==> src/rtl/mem_arb_pkg.sv <==
// mem_arb_pkg: shared types and constants for the fetch/data memory-port arbiter.
//   arb_state_t  - arbiter FSM state encoding
//   OWN_I/OWN_D  - identifies which requester owns the memory port
//   MAX_WAIT_DEF - default number of lost cycles before fetch is forced through
//   WAIT_CNT_W   - width of the aging counter
package mem_arb_pkg;

    typedef enum logic [1:0] {
        IDLE   = 2'd0,
        BUSY_I = 2'd1,
        BUSY_D = 2'd2
    } arb_state_t;

    localparam logic OWN_I = 1'b0;
    localparam logic OWN_D = 1'b1;

    localparam int MAX_WAIT_DEF = 4;
    localparam int WAIT_CNT_W   = 4;

endpackage

==> src/rtl/arb_wait_counter.sv <==
// arb_wait_counter: saturating aging counter for the fetch requester.
//   clk, reset - clock, asynchronous active-high reset
//   inc_i      - fetch lost this cycle; count up (saturates at max_i)
//   clr_i      - fetch granted; clear (wins over inc_i)
//   max_i      - saturation value
//   sat_o      - count has reached max_i
module arb_wait_counter
    import mem_arb_pkg::*;
(
    input  logic                  clk,
    input  logic                  reset,
    input  logic                  inc_i,
    input  logic                  clr_i,
    input  logic [WAIT_CNT_W-1:0] max_i,
    output logic                  sat_o
);

    logic [WAIT_CNT_W-1:0] cnt_q;
    logic [WAIT_CNT_W-1:0] cnt_d;

    always_comb begin
        cnt_d = cnt_q;
        if (clr_i) begin
            cnt_d = '0;
        end else if (inc_i && (cnt_q < max_i)) begin
            cnt_d = cnt_q + 1'b1;
        end
    end

    always_ff @(posedge clk or posedge reset) begin
        if (reset) begin
            cnt_q <= '0;
        end else begin
            cnt_q <= cnt_d;
        end
    end

    assign sat_o = (cnt_q == max_i);

endmodule

==> src/rtl/mem_port_arbiter.sv <==
// mem_port_arbiter: shares one single-port memory between instruction fetch
// and the data-memory stage. Data wins by default; an aging counter forces a
// fetch through once it has lost MAX_WAIT consecutive cycles.
//   clk, reset                      - clock, asynchronous active-high reset
//   if_req/if_addr                  - fetch request (level) and PC
//   if_done/if_rdata/if_stall       - fetch done pulse, instruction word, stall
//   d_req/d_we/d_addr/d_wdata       - data request (level), store flag, address, byte
//   d_done/d_rdata/d_stall          - data done pulse, load byte, stall
//   mem_req/mem_we/mem_addr/mem_wdata - registered memory command
//   mem_ready/mem_rdata             - memory completion and read data
//
// state  | meaning
// IDLE   | port free; grant an eligible requester this cycle
// BUSY_I | fetch access outstanding, waiting for mem_ready
// BUSY_D | data access outstanding, waiting for mem_ready
module mem_port_arbiter
    import mem_arb_pkg::*;
#(
    parameter int ADDR_W   = 32,
    parameter int IDATA_W  = 32,
    parameter int DDATA_W  = 8,
    parameter int MAX_WAIT = MAX_WAIT_DEF
) (
    input  logic               clk,
    input  logic               reset,

    input  logic               if_req,
    input  logic [ADDR_W-1:0]  if_addr,
    output logic               if_done,
    output logic [IDATA_W-1:0] if_rdata,
    output logic               if_stall,

    input  logic               d_req,
    input  logic               d_we,
    input  logic [ADDR_W-1:0]  d_addr,
    input  logic [DDATA_W-1:0] d_wdata,
    output logic               d_done,
    output logic [DDATA_W-1:0] d_rdata,
    output logic               d_stall,

    output logic               mem_req,
    output logic               mem_we,
    output logic [ADDR_W-1:0]  mem_addr,
    output logic [IDATA_W-1:0] mem_wdata,
    input  logic               mem_ready,
    input  logic [IDATA_W-1:0] mem_rdata
);

    localparam int PAD_W = IDATA_W - DDATA_W;

    arb_state_t         state_q, state_d;
    logic               mem_req_q, mem_req_d;
    logic               mem_we_q, mem_we_d;
    logic [ADDR_W-1:0]  mem_addr_q, mem_addr_d;
    logic [IDATA_W-1:0] mem_wdata_q, mem_wdata_d;
    logic               if_done_q, if_done_d;
    logic               d_done_q, d_done_d;
    logic [IDATA_W-1:0] if_rdata_q, if_rdata_d;
    logic [DDATA_W-1:0] d_rdata_q, d_rdata_d;

    logic if_elig;
    logic d_elig;
    logic winner;
    logic grant_i;
    logic wait_inc;
    logic wait_sat;

    // A requester in its done cycle still holds req; it must not be granted again.
    assign if_elig = if_req & ~if_done_q;
    assign d_elig  = d_req & ~d_done_q;

    // Fetch ages whenever it wants the port but does not have it or get it.
    assign wait_inc = if_req & (state_q != BUSY_I) & ~grant_i;

    arb_wait_counter u_wait_counter (
        .clk   (clk),
        .reset (reset),
        .inc_i (wait_inc),
        .clr_i (grant_i),
        .max_i (WAIT_CNT_W'(MAX_WAIT)),
        .sat_o (wait_sat)
    );

    always_comb begin
        state_d     = state_q;
        mem_req_d   = mem_req_q;
        mem_we_d    = mem_we_q;
        mem_addr_d  = mem_addr_q;
        mem_wdata_d = mem_wdata_q;
        if_done_d   = 1'b0;
        d_done_d    = 1'b0;
        if_rdata_d  = if_rdata_q;
        d_rdata_d   = d_rdata_q;
        grant_i     = 1'b0;
        winner      = OWN_D;

        case (state_q)
            IDLE: begin
                winner = (if_elig && (!d_elig || wait_sat)) ? OWN_I : OWN_D;
                if (if_elig || d_elig) begin
                    mem_req_d = 1'b1;
                    if (winner == OWN_I) begin
                        grant_i     = 1'b1;
                        state_d     = BUSY_I;
                        mem_we_d    = 1'b0;
                        mem_addr_d  = if_addr;
                        mem_wdata_d = '0;
                    end else begin
                        state_d     = BUSY_D;
                        mem_we_d    = d_we;
                        mem_addr_d  = d_addr;
                        mem_wdata_d = {{PAD_W{1'b0}}, d_wdata};
                    end
                end
            end
            BUSY_I: begin
                if (mem_ready) begin
                    state_d    = IDLE;
                    mem_req_d  = 1'b0;
                    if_done_d  = 1'b1;
                    if_rdata_d = mem_rdata;
                end
            end
            BUSY_D: begin
                if (mem_ready) begin
                    state_d   = IDLE;
                    mem_req_d = 1'b0;
                    d_done_d  = 1'b1;
                    if (!mem_we_q) begin
                        d_rdata_d = mem_rdata[DDATA_W-1:0];
                    end
                end
            end
            default: begin
                state_d   = IDLE;
                mem_req_d = 1'b0;
            end
        endcase
    end

    always_ff @(posedge clk or posedge reset) begin
        if (reset) begin
            state_q     <= IDLE;
            mem_req_q   <= 1'b0;
            mem_we_q    <= 1'b0;
            mem_addr_q  <= '0;
            mem_wdata_q <= '0;
            if_done_q   <= 1'b0;
            d_done_q    <= 1'b0;
            if_rdata_q  <= '0;
            d_rdata_q   <= '0;
        end else begin
            state_q     <= state_d;
            mem_req_q   <= mem_req_d;
            mem_we_q    <= mem_we_d;
            mem_addr_q  <= mem_addr_d;
            mem_wdata_q <= mem_wdata_d;
            if_done_q   <= if_done_d;
            d_done_q    <= d_done_d;
            if_rdata_q  <= if_rdata_d;
            d_rdata_q   <= d_rdata_d;
        end
    end

    assign mem_req   = mem_req_q;
    assign mem_we    = mem_we_q;
    assign mem_addr  = mem_addr_q;
    assign mem_wdata = mem_wdata_q;
    assign if_done   = if_done_q;
    assign d_done    = d_done_q;
    assign if_rdata  = if_rdata_q;
    assign d_rdata   = d_rdata_q;
    assign if_stall  = if_req & ~if_done_q;
    assign d_stall   = d_req & ~d_done_q;

endmodule

==> config.mk <==
export PLATFORM = sky130hd
export DESIGN_NAME = mem_port_arbiter
export DESIGN_NICKNAME = d
export VERILOG_FILES = /design/src/rtl/mem_arb_pkg.sv /design/src/rtl/arb_wait_counter.sv /design/src/rtl/mem_port_arbiter.sv
export SDC_FILE = /design/constraint.sdc
export NUM_CORES = 1
export LEC_CHECK = 0
export BUFFER_PORTS_ARGS = -buffer_cell sky130_fd_sc_hd__buf_2
export CAP_MARGIN = 20
export CORE_MARGIN = 8
export CORE_UTILIZATION = 45
export DETAILED_ROUTE_END_ITERATION = 10
export PLACE_DENSITY = 0.81
export SETUP_SLACK_MARGIN = 0.05
export SYNTH_ARGS = -nofsm -noshare
export SYNTH_HDL_FRONTEND = slang
export SYNTH_SLANG_ARGS = --single-unit
==> constraint.sdc <==
create_clock -name clk -period 5.6 [get_ports clk]
set_input_delay 1.68 -clock clk [delete_from_list [all_inputs] [get_ports clk]]
set_output_delay 1.68 -clock clk [all_outputs]
set_load 0.005 [all_outputs]
Yosys cells after proc, flatten, opt, wreduce, memory -nomap -nowiden
Index checks and enable logic that the tools add are counted.

operators by class
  $add $sub $neg = 1
  $lt $le $gt $ge = 1
  equal/unequal tests = 6
  mux-type cells = 18
  bitwise operators = 8
  reductions and logical operators = 12

operator list
  operator               number
  $mux W32               1
  $mux W1                9
  $mux W4                2
  $mux W8                1
  $mux W2                3
  $reduce_and A2 Y1      3
  $add A4 B1 Y4 const B  1
  $and A1 B1 Y1          4
  $eq A4 B3 Y1 const B   1
  $lt A4 B3 Y1 const B   1
  $ne A2 B1 Y1 const B   2
  $not A1 Y1             4
  $pmux W2 S2            1
  $reduce_and A3 Y1      1
  $eq A2 B1 Y1 const B   1
  $eq A2 B2 Y1 const B   1
  $logic_and A1 B1 Y1    2
  $logic_not A2 Y1       1
  $logic_or A1 B1 Y1     2
  $ne A2 B2 Y1 const B   1
  $pmux W1 S2            1
  $reduce_bool A2 Y1     1
  $reduce_or A2 Y1       1
  $logic_not A1 Y1       1

storage, ports and cells
  flip-flop bits (word level) = 114
  output and inout port bits = 110

Logic depth before layout (Yosys ltp)
Gate-level depths: netlist (run 1).

  depth after elaboration = 13
  depth in mapped cells = 7

Hierarchy
From an unflattened synthesis (run 1), not the netlist that was laid out.

second synthesis, totals
  cell total of the unflattened synthesis = 422
  area, all modules = 4893.4 µm²

by module, submodules not included
  module            times used  cells an instance  area an instance (µm²)
  mem_port_arbiter  1           384                4536.9
  arb_wait_counter  1           38                 356.6

Worst setup path after synthesis (run 1)
No wires, ideal clock.

  path kind = input -> output
  start point = in if_req
  end point = out if_stall
  arrival time = 1.846 ns
  data required time = 3.920 ns
  setup slack = 2.074 ns
  stages on the path = 2
  buffers on the path = 0
  cell sequence = nand2b_1 -> inv_1

on the way
  word-level cells in the longest chain between the ends = 1

RTL lines
  element             line                     source
  start: declaration  mem_port_arbiter.sv:27   input logic if_req,
  $and A1 B1 Y1       mem_port_arbiter.sv:173  assign if_stall = if_req & ~if_done_q;
  end: declaration    mem_port_arbiter.sv:31   output logic if_stall,

No other way between the ends.

Final worst setup path (run 1)
  start point = in d_req
  end point = out d_stall

on the way
  word-level cells in the longest chain between the ends = 1

RTL lines
  element             line                     source
  start: declaration  mem_port_arbiter.sv:33   input logic d_req,
  $and A1 B1 Y1       mem_port_arbiter.sv:174  assign d_stall = d_req & ~d_done_q;
  end: declaration    mem_port_arbiter.sv:39   output logic d_stall,

No other way between the ends.

==> results of run 1 <==
-- worst reg2reg max path, cell delays in order, from the launching register on --
cell,delay [ns]
dfrtp_1,0.39
inv_1,0.10
ha_1,0.32
nand3b_1,0.19
a21oi_4,0.75
a222oi_1,0.31
-- cell usage after synthesis --
library cell | instances | share of area
inv_1 | 104 | 0.097
dfrtp_1 | 90 | 0.56
mux2_2 | 39 | 0.11
a222oi_1 | 32 | 0.079
buf_4 | 24 | 0.045
buf_2 | 14 | 0.017
a22o_1 | 9 | 0.020
ha_1 | 5 | 0.016
a21oi_1 | 4 | 0.0050
nand2b_1 | 3 | 0.0047
nor2_1 | 3 | 0.0028
buf_6 | 2 | 0.0056
o2bb2ai_1 | 2 | 0.0043
a21oi_2 | 1 | 0.0022
and2_1 | 1 | 0.0016
conb_1 | 1 | 0.00093
mux2_1 | 1 | 0.0028
mux2i_1 | 1 | 0.0025
nand2_1 | 1 | 0.00093
nand2b_4 | 1 | 0.0034
nand3b_1 | 1 | 0.0019
nand3b_4 | 1 | 0.0050
nor2b_1 | 1 | 0.0016
nor4b_2 | 1 | 0.0037
o211a_1 | 1 | 0.0025
o21a_1 | 1 | 0.0019
o21ai_1 | 1 | 0.0012
o22a_1 | 1 | 0.0022
xnor2_1 | 1 | 0.0022
-- state kept, by name, summed over array words and instances, names as in the netlist --
register              cells
d_done                    1
d_rdata                   8
if_done                   1
if_rdata                 32
mem_addr                 32
mem_req                   1
mem_wdata                 8
mem_we                    1
state_q                   2
u_wait_counter.cnt_q      4
-- worst paths after layout --
| path | end | slack, ns | depth (start not counted) |
|---|---|---|---|
| max in group asynchronous | d_done | 3.28 | 4 |
| min reg2reg | d_rdata[7] | 0.50 | 1 |
| max | d_stall | 1.69 | 4 |
| max reg2reg | mem_addr[31] | 3.38 | 5 |
| min in group asynchronous | d_rdata[0] | 1.30 | 2 |
| min | d_rdata[7] | 0.50 | 1 |
-- layout by cell type (no fill, tap or decap), drive strengths merged, types with 5 or more instances in the layout --
cell type,instances
a21oi,5
a222oi,32
a22o,9
buf,199
clkbuf,11
conb,24
dfrtp,90
ha,5
inv,104
mux2,40
-- logic make-up (layout without fill, tap and decap cells) --
family / after synthesis / after routing
other: 1 / 25
multiplexers: 41 / 41
flip-flops: 90 / 90
buffers and inverters: 144 / 319
AND/OR/NAND/NOR: 13 / 13
XOR/XNOR: 1 / 1
AO/OA/AOI/OAI: 52 / 52
adder cells (fa/ha/maj): 5 / 5
-- metrics by stage --
step	utilization	cell area, sq um	setup WS, ns	power, W
6_report	0.596	5200	1.69	0.00255
5_1_grt	0.596	5200	1.65	0.00275
4_1_cts	0.594	5180	1.69	0.00260
3_5_place_dp	0.573	5000	1.68	0.00218
3_3_place_gp	0.573	5000	1.70	0.00212
2_1_floorplan	-	4120	1.58	0.00171
-- layout make-up --
type | instances | area share
Sequential cell | 90 | 0.433
Antenna cell | 1 | 0.000481
Inverter | 104 | 0.0753
Tap cell | 108 | 0.0260
Clock buffer | 11 | 0.0272
Clock inverter | 5 | 0.00746
Timing Repair Buffer | 199 | 0.196
Multi-Input combinational cell | 136 | 0.235
-- layer usage --
metal	up-vias	track usage
met5	-	0
met4	0	0.0739
met3	13	0.0871
met2	181	0.277
met1	1512	0.190
li1	1479	-
-- power groups by stage --
stage                     Sequential [W]  Clock (W)  Combinational [W]
after floorplan                  0.00115          0           0.000567
after global placement           0.00111          0            0.00101
after detailed placement         0.00113          0            0.00105
after CTS                        0.00112   0.000424            0.00105
after global routing             0.00116   0.000449            0.00115
final                            0.00112   0.000408            0.00103
==> flow_metrics.tcl, run 1 <==
set metrics [dict create \
    clk_pin_slew_ns 0.09 \
    p_clk_frac 0.160 \
    cp_data_required_time_ns 3.92 \
    coreArea_sq_mm 0.00872 \
    crit_start "d_req" \
    syn_inst 347 \
    timing.rr.start "state_q[0]" \
    fin_cells 654 \
    cp-start-kind "input port" \
    clock_latency_ns 0.35 \
    met2_length_um 5190 \
    nNetsFinal 655 \
    fmax_mhz 256 \
    drv_cap 0 \
    hold_ws_ns 0.503 \
    synth_xor_area_frac 0.00217 \
    crit_path_frequent_cell "buf_2" \
    die_area_sq_mm 0.0122 \
    crit_fanout 5 \
    num_vias 3185 \
    drtIter0Drc 248 \
    wl_met3_um 1350 \
    path_buf_inv 3 \
    syn_to_final_growth_pct 29.0 \
    clock_skew_ns 0.0112 \
    hp-start "d_rdata[7]" \
    cts.sinks 90 \
    drc 0 \
    cts-root-buf "clkbuf_8" \
    numCtsBuffers 9 \
    ys_ff_latch 90 \
    start_util 0.462 \
    clock_path_buffers 2 \
    worstMarginPinSlew_ns 1.03 \
    n_fill_cell 724 \
    routed_via_density 4.87 \
    die_w_um 111 \
    final.setup.tns_ns 0 \
    grt_pass1_vias 3487 \
    cts_resized 0 \
    postRouteWirelength_um 10900 \
    slew_violations 0 \
    routed.top_layer "met4" \
    finalCriticalPeriod_ns 3.91 \
    drt_pass1_iterations 10 \
    cpPeakStageDelay_ns 0.20 \
    power_switching_w 0.000884 \
    multiInputGateArea_sq_mm 0.00122 \
    hold_path.class "register to register" \
    num_rows 34 \
    synth_compound_area_frac 0.118 \
    antenna_left 0 \
    relSlewSlack 0.310 \
    run_status "complete, no violations" \
    syn_area_per_cell_sq_um 11.6 \
    cts_hold_buf 0 \
    critical-path-slowest-cell "inv_1" \
    grt.total_usage 0.173 \
    crit_chain "buf_2 > nand2b_4 > inv_1 > buf_2" \
    gp_congestion 0.744 \
    synth.distinct_cells 29 \
    seqCellArea_sq_mm 0.00225 \
    hold_viol 0 \
    rsz0062_at_grt "false" \
    drive_above_1_share 0.475 \
    p_leak_nw 3.01 \
    timing.final.crit_share 0.698 \
    buffer_ports.inserted 195 \
    crit_arrival_ns 2.23 \
    drt-met1-wl_um 4140 \
    synth-seq-area-share 0.559 \
    post_synth_fa_ha_maj_area_fraction 0.0155 \
    cts_tree "built" \
    place_inst 636 \
    post_cts_buffers 0 \
    syn_area_sq_mm 0.00403 \
    grt_overflow 0 \
    p_sw_frac 0.346 \
    post-dp-hpwl_um 8340 \
    grt_pass1_wl_um 17600 \
    seqPwrFrac 0.438 \
    io_pins 220 \
    crit_family "buffers and inverters" \
    synthSimpleGateAreaFrac 0.0255 \
    endpoint_kind "output pin" \
    yosysWarnings 0 \
    p_per_area_mw_per_mm2 491 \
    p_int_w 0.00167 \
    synth_top_family_by_area "buffers and inverters" \
    wl_per_cell_um 16.6 \
    htreeDepth 3 \
    setup_violations 0 \
    dieHeight_um 111 \
    irDropWorstVdd_uv 236 \
    antenna_found_initial 1 \
    crit_type "input port to output pin" \
    comb_power_share 0.403 \
    synthMuxAreaShare 0.114 \
    grt_max_degree 57 \
]
Note: power is estimated with default switching activity, not from simulation.
==> run 2, diff against run 1 <==
--- a/config.mk
+++ b/config.mk
@@ -5,12 +5,13 @@
 export SDC_FILE = /design/constraint.sdc
 export NUM_CORES = 1
 export LEC_CHECK = 0
+export ABC_AREA = 1
 export BUFFER_PORTS_ARGS = -buffer_cell sky130_fd_sc_hd__buf_2
 export CAP_MARGIN = 20
 export CORE_MARGIN = 8
-export CORE_UTILIZATION = 45
+export CORE_UTILIZATION = 42
 export DETAILED_ROUTE_END_ITERATION = 10
-export PLACE_DENSITY = 0.81
+export PLACE_DENSITY = 0.77
 export SETUP_SLACK_MARGIN = 0.05
 export SYNTH_ARGS = -nofsm -noshare
 export SYNTH_HDL_FRONTEND = slang
==> constraint.sdc (replaced) <==
create_clock -name clk -period 3.1 [get_ports clk]
set_input_delay 0.93 -clock clk [delete_from_list [all_inputs] [get_ports clk]]
set_output_delay 0.93 -clock clk [all_outputs]
set_load 0.005 [all_outputs]
==> run 2 against run 1 <==
Sequential power increased by 79%; combinational power grew 95%; power rose by 87%; sequential cell count stayed put; routed wire length grew 11%; non-clock buffer count increased by 2; die area up 14%; global-route usage up 0.13 points; synthesized cell count increased by 62%; critical path depth unchanged; largest power group is now combinational logic.
==> flow_metrics.tcl, run 2 <==
set metrics [dict create \
    hold_ws_ns 0.478 \
    p_clk_frac 0.159 \
    synth_common_cells "nand2_1 (217), dfrtp_1 (90), inv_1 (90), nand3_1 (75), buf_4 (24)" \
    synth_top_family_by_area "simple AND/OR/NAND/NOR gates" \
    synth-seq-area-share 0.512 \
    synth_flop_cell "dfrtp_1" \
    fmax_mhz 434 \
    synth_compound_area_frac 0.0250 \
    finalCriticalPeriod_ns 2.31 \
    routed_via_density 4.45 \
    slew_violations 0 \
    crit_chain "buf_2 > nand2_1 > inv_2 > buf_2" \
    crit_family "buffers and inverters" \
    postRouteWirelength_um 12100 \
    clock_latency_ns 0.35 \
    io_pins 220 \
    start_util 0.430 \
    cp-start-kind "input port" \
    setup_violations 0 \
    cts_hold_buf 0 \
    min_path_cells 2 \
    crit_path_frequent_cell "buf_2" \
    critical-path-slowest-cell "buf_2" \
    cts_tree "built" \
    yosysMostFrequentCell "nand2_1" \
    num_rows 37 \
    synth-async-reset-ratio 1.00 \
    syn_inst 563 \
    cp_data_required_time_ns 2.17 \
    endpoint_kind "output pin" \
    syn_to_final_growth_pct 25.6 \
    reg2reg_to "mem_addr[24]" \
    met2_length_um 5280 \
    buffer_ports.inserted 195 \
    irDropWorstVdd_uv 495 \
    post_cts_buffers 0 \
    drtIter0Drc 308 \
    synthSimpleGateAreaFrac 0.286 \
    run_status "complete, no violations" \
    die_area_sq_mm 0.0140 \
    timing.final.crit_share 0.744 \
    seqPwrFrac 0.419 \
    antenna_left 0 \
    clk_pin_slew_ns 0.08 \
    worstMarginPinSlew_ns 0.524 \
    diodes 0 \
    drt_pass1_iterations 4 \
    num_vias 3953 \
    synth.distinct_cells 21 \
    relSlewSlack 0.650 \
    crit_type "input port to output pin" \
    layout_commonest_cell "nand2_1" \
    p_int_w 0.00289 \
    drt-met1-wl_um 5230 \
    dieHeight_um 118 \
    comb_power_share 0.422 \
    cts_resized 0 \
    synth_xor_area_frac 0.00199 \
    crit_fanout 4 \
    synthMuxAreaShare 0 \
    htreeDepth 3 \
    hold_viol 0 \
    grt_pass1_vias 4026 \
    nNetsFinal 864 \
    synth-edff-count 0 \
    post-dp-hpwl_um 8960 \
    numCtsBuffers 9 \
    grt.total_usage 0.175 \
    p_per_area_mw_per_mm2 864 \
    p_leak_nw 3.48 \
    rsz0062_at_grt "false" \
    clock_skew_ns 0.00906 \
    drive_above_1_share 0.296 \
    yosysWarnings 0 \
    syn_area_sq_mm 0.00440 \
    routed.top_layer "met4" \
    coreArea_sq_mm 0.0102 \
    wl_per_cell_um 13.6 \
    ys_ff_latch 90 \
    p_sw_frac 0.394 \
    cts.sinks 90 \
    gp_congestion 0.829 \
    hp-start "mem_addr[27]" \
    wl_met3_um 1450 \
    grt_overflow 0 \
    die_w_um 118 \
    syn_area_per_cell_sq_um 7.81 \
    synth_top_area_frac 0.512 \
    min_to "mem_addr[27]" \
    rr_worst_depth 8 \
    final.setup.tns_ns 0 \
    clock_path_buffers 2 \
    drc 0 \
    layout_common_cells "nand2_1 (217), buf_2 (195), dfrtp_1 (90), inv_1 (89), nand3_1 (75)" \
    synthTopCellsByArea "dfrtp_1 (51%), nand2_1 (19%), nand3_1 (8.5%), inv_1 (7.7%), buf_4 (4.1%)" \
    cts-root-buf "clkbuf_8" \
    path_buf_inv 3 \
    crit_arrival_ns 1.38 \
    drv_cap 0 \
    reg2reg_slack_ns 1.27 \
    grt_pass1_wl_um 20200 \
    timing.rr.start "u_wait_counter.cnt_q[0]" \
    post_synth_fa_ha_maj_area_fraction 0.0142 \
    hold_path.class "register to register" \
    cpPeakStageDelay_ns 0.14 \
    power_switching_w 0.00188 \
    antenna_found_initial 0 \
    grt_max_degree 49 \
    yosysTopAreaCell "dfrtp_1" \
]
[run 2: cell types whose count changed after synthesis, sizes merged, moves of 6 or more]
cell,previous run,this run
a22o,9,0
mux2,40,0
inv,104,93
o21ai,1,21
nand3,0,75
nand2,1,220
a222oi,32,0
buf,40,46
[run 2: worst max path at each step]
stage,end,cells past startpoint,start,slack [ns]
finish,if_stall,4,if_req,0.79
global route,if_stall,4,if_req,0.73
CTS,if_stall,4,if_req,0.78
detailed placement,if_stall,4,if_req,0.78
global placement,if_stall,4,if_req,0.78
floorplan,if_stall,3,if_req,0.85
[run 2: metrics by stage]
step	utilization	power [W]	cells	area (sq um)	setup slack, ns
final	0.540	0.00477	889	5520	0.794
after global routing	0.540	0.00523	889	5520	0.732
after CTS	0.540	0.00486	889	5520	0.776
after detailed placement	0.522	0.00407	874	5340	0.777
after global placement	0.522	0.00401	874	5340	0.783
after floorplan	-	0.00325	586	4490	0.846
[run 2: layer usage]
layer	vias to the layer above	global-route usage
li1	2006	-
met3	8	0.0828
met1	1763	0.211
met4	0	0.0600
met5	-	0
met2	176	0.268
[run 2: logic make-up (layout without fill, tap and decap cells)]
group / after synthesis / count (layout)
buffers and inverters: 142 / 309
AND/OR/NAND/NOR: 302 / 302
AO/OA/AOI/OAI: 22 / 22
XOR/XNOR: 1 / 1
flip-flops: 90 / 90
adder cells (fa/ha/maj): 5 / 5
other: 1 / 24
[run 2: worst register-to-register path: stages, from the launching register on]
cell and delay (ns):
dfrtp_1 0.40, inv_1 0.06, ha_1 0.20, nand3_1 0.12
nand2_2 0.22, nand2_4 0.45, nand2_1 0.13, nand3_1 0.09
nand2_1 0.06
[run 2: cell type report]
cell class / count / area, sq um
multi-input combinational: 354 / 1530
clock buffer: 10 / 128
timing repair buffer: 201 / 1030
fill: 991 / 4710
clock inverter: 5 / 56.3
sequential: 90 / 2250
tap: 136 / 170
inverter: 93 / 355
[run 2: power groups by stage]
stage,registers [W],logic (W),clock network (W)
floorplan,0.00205,0.00120,0
global placement,0.00200,0.00201,0
detailed placement,0.00200,0.00207,0
CTS,0.00200,0.00207,0.000793
global route,0.00207,0.00232,0.000844
finish,0.00200,0.00201,0.000760
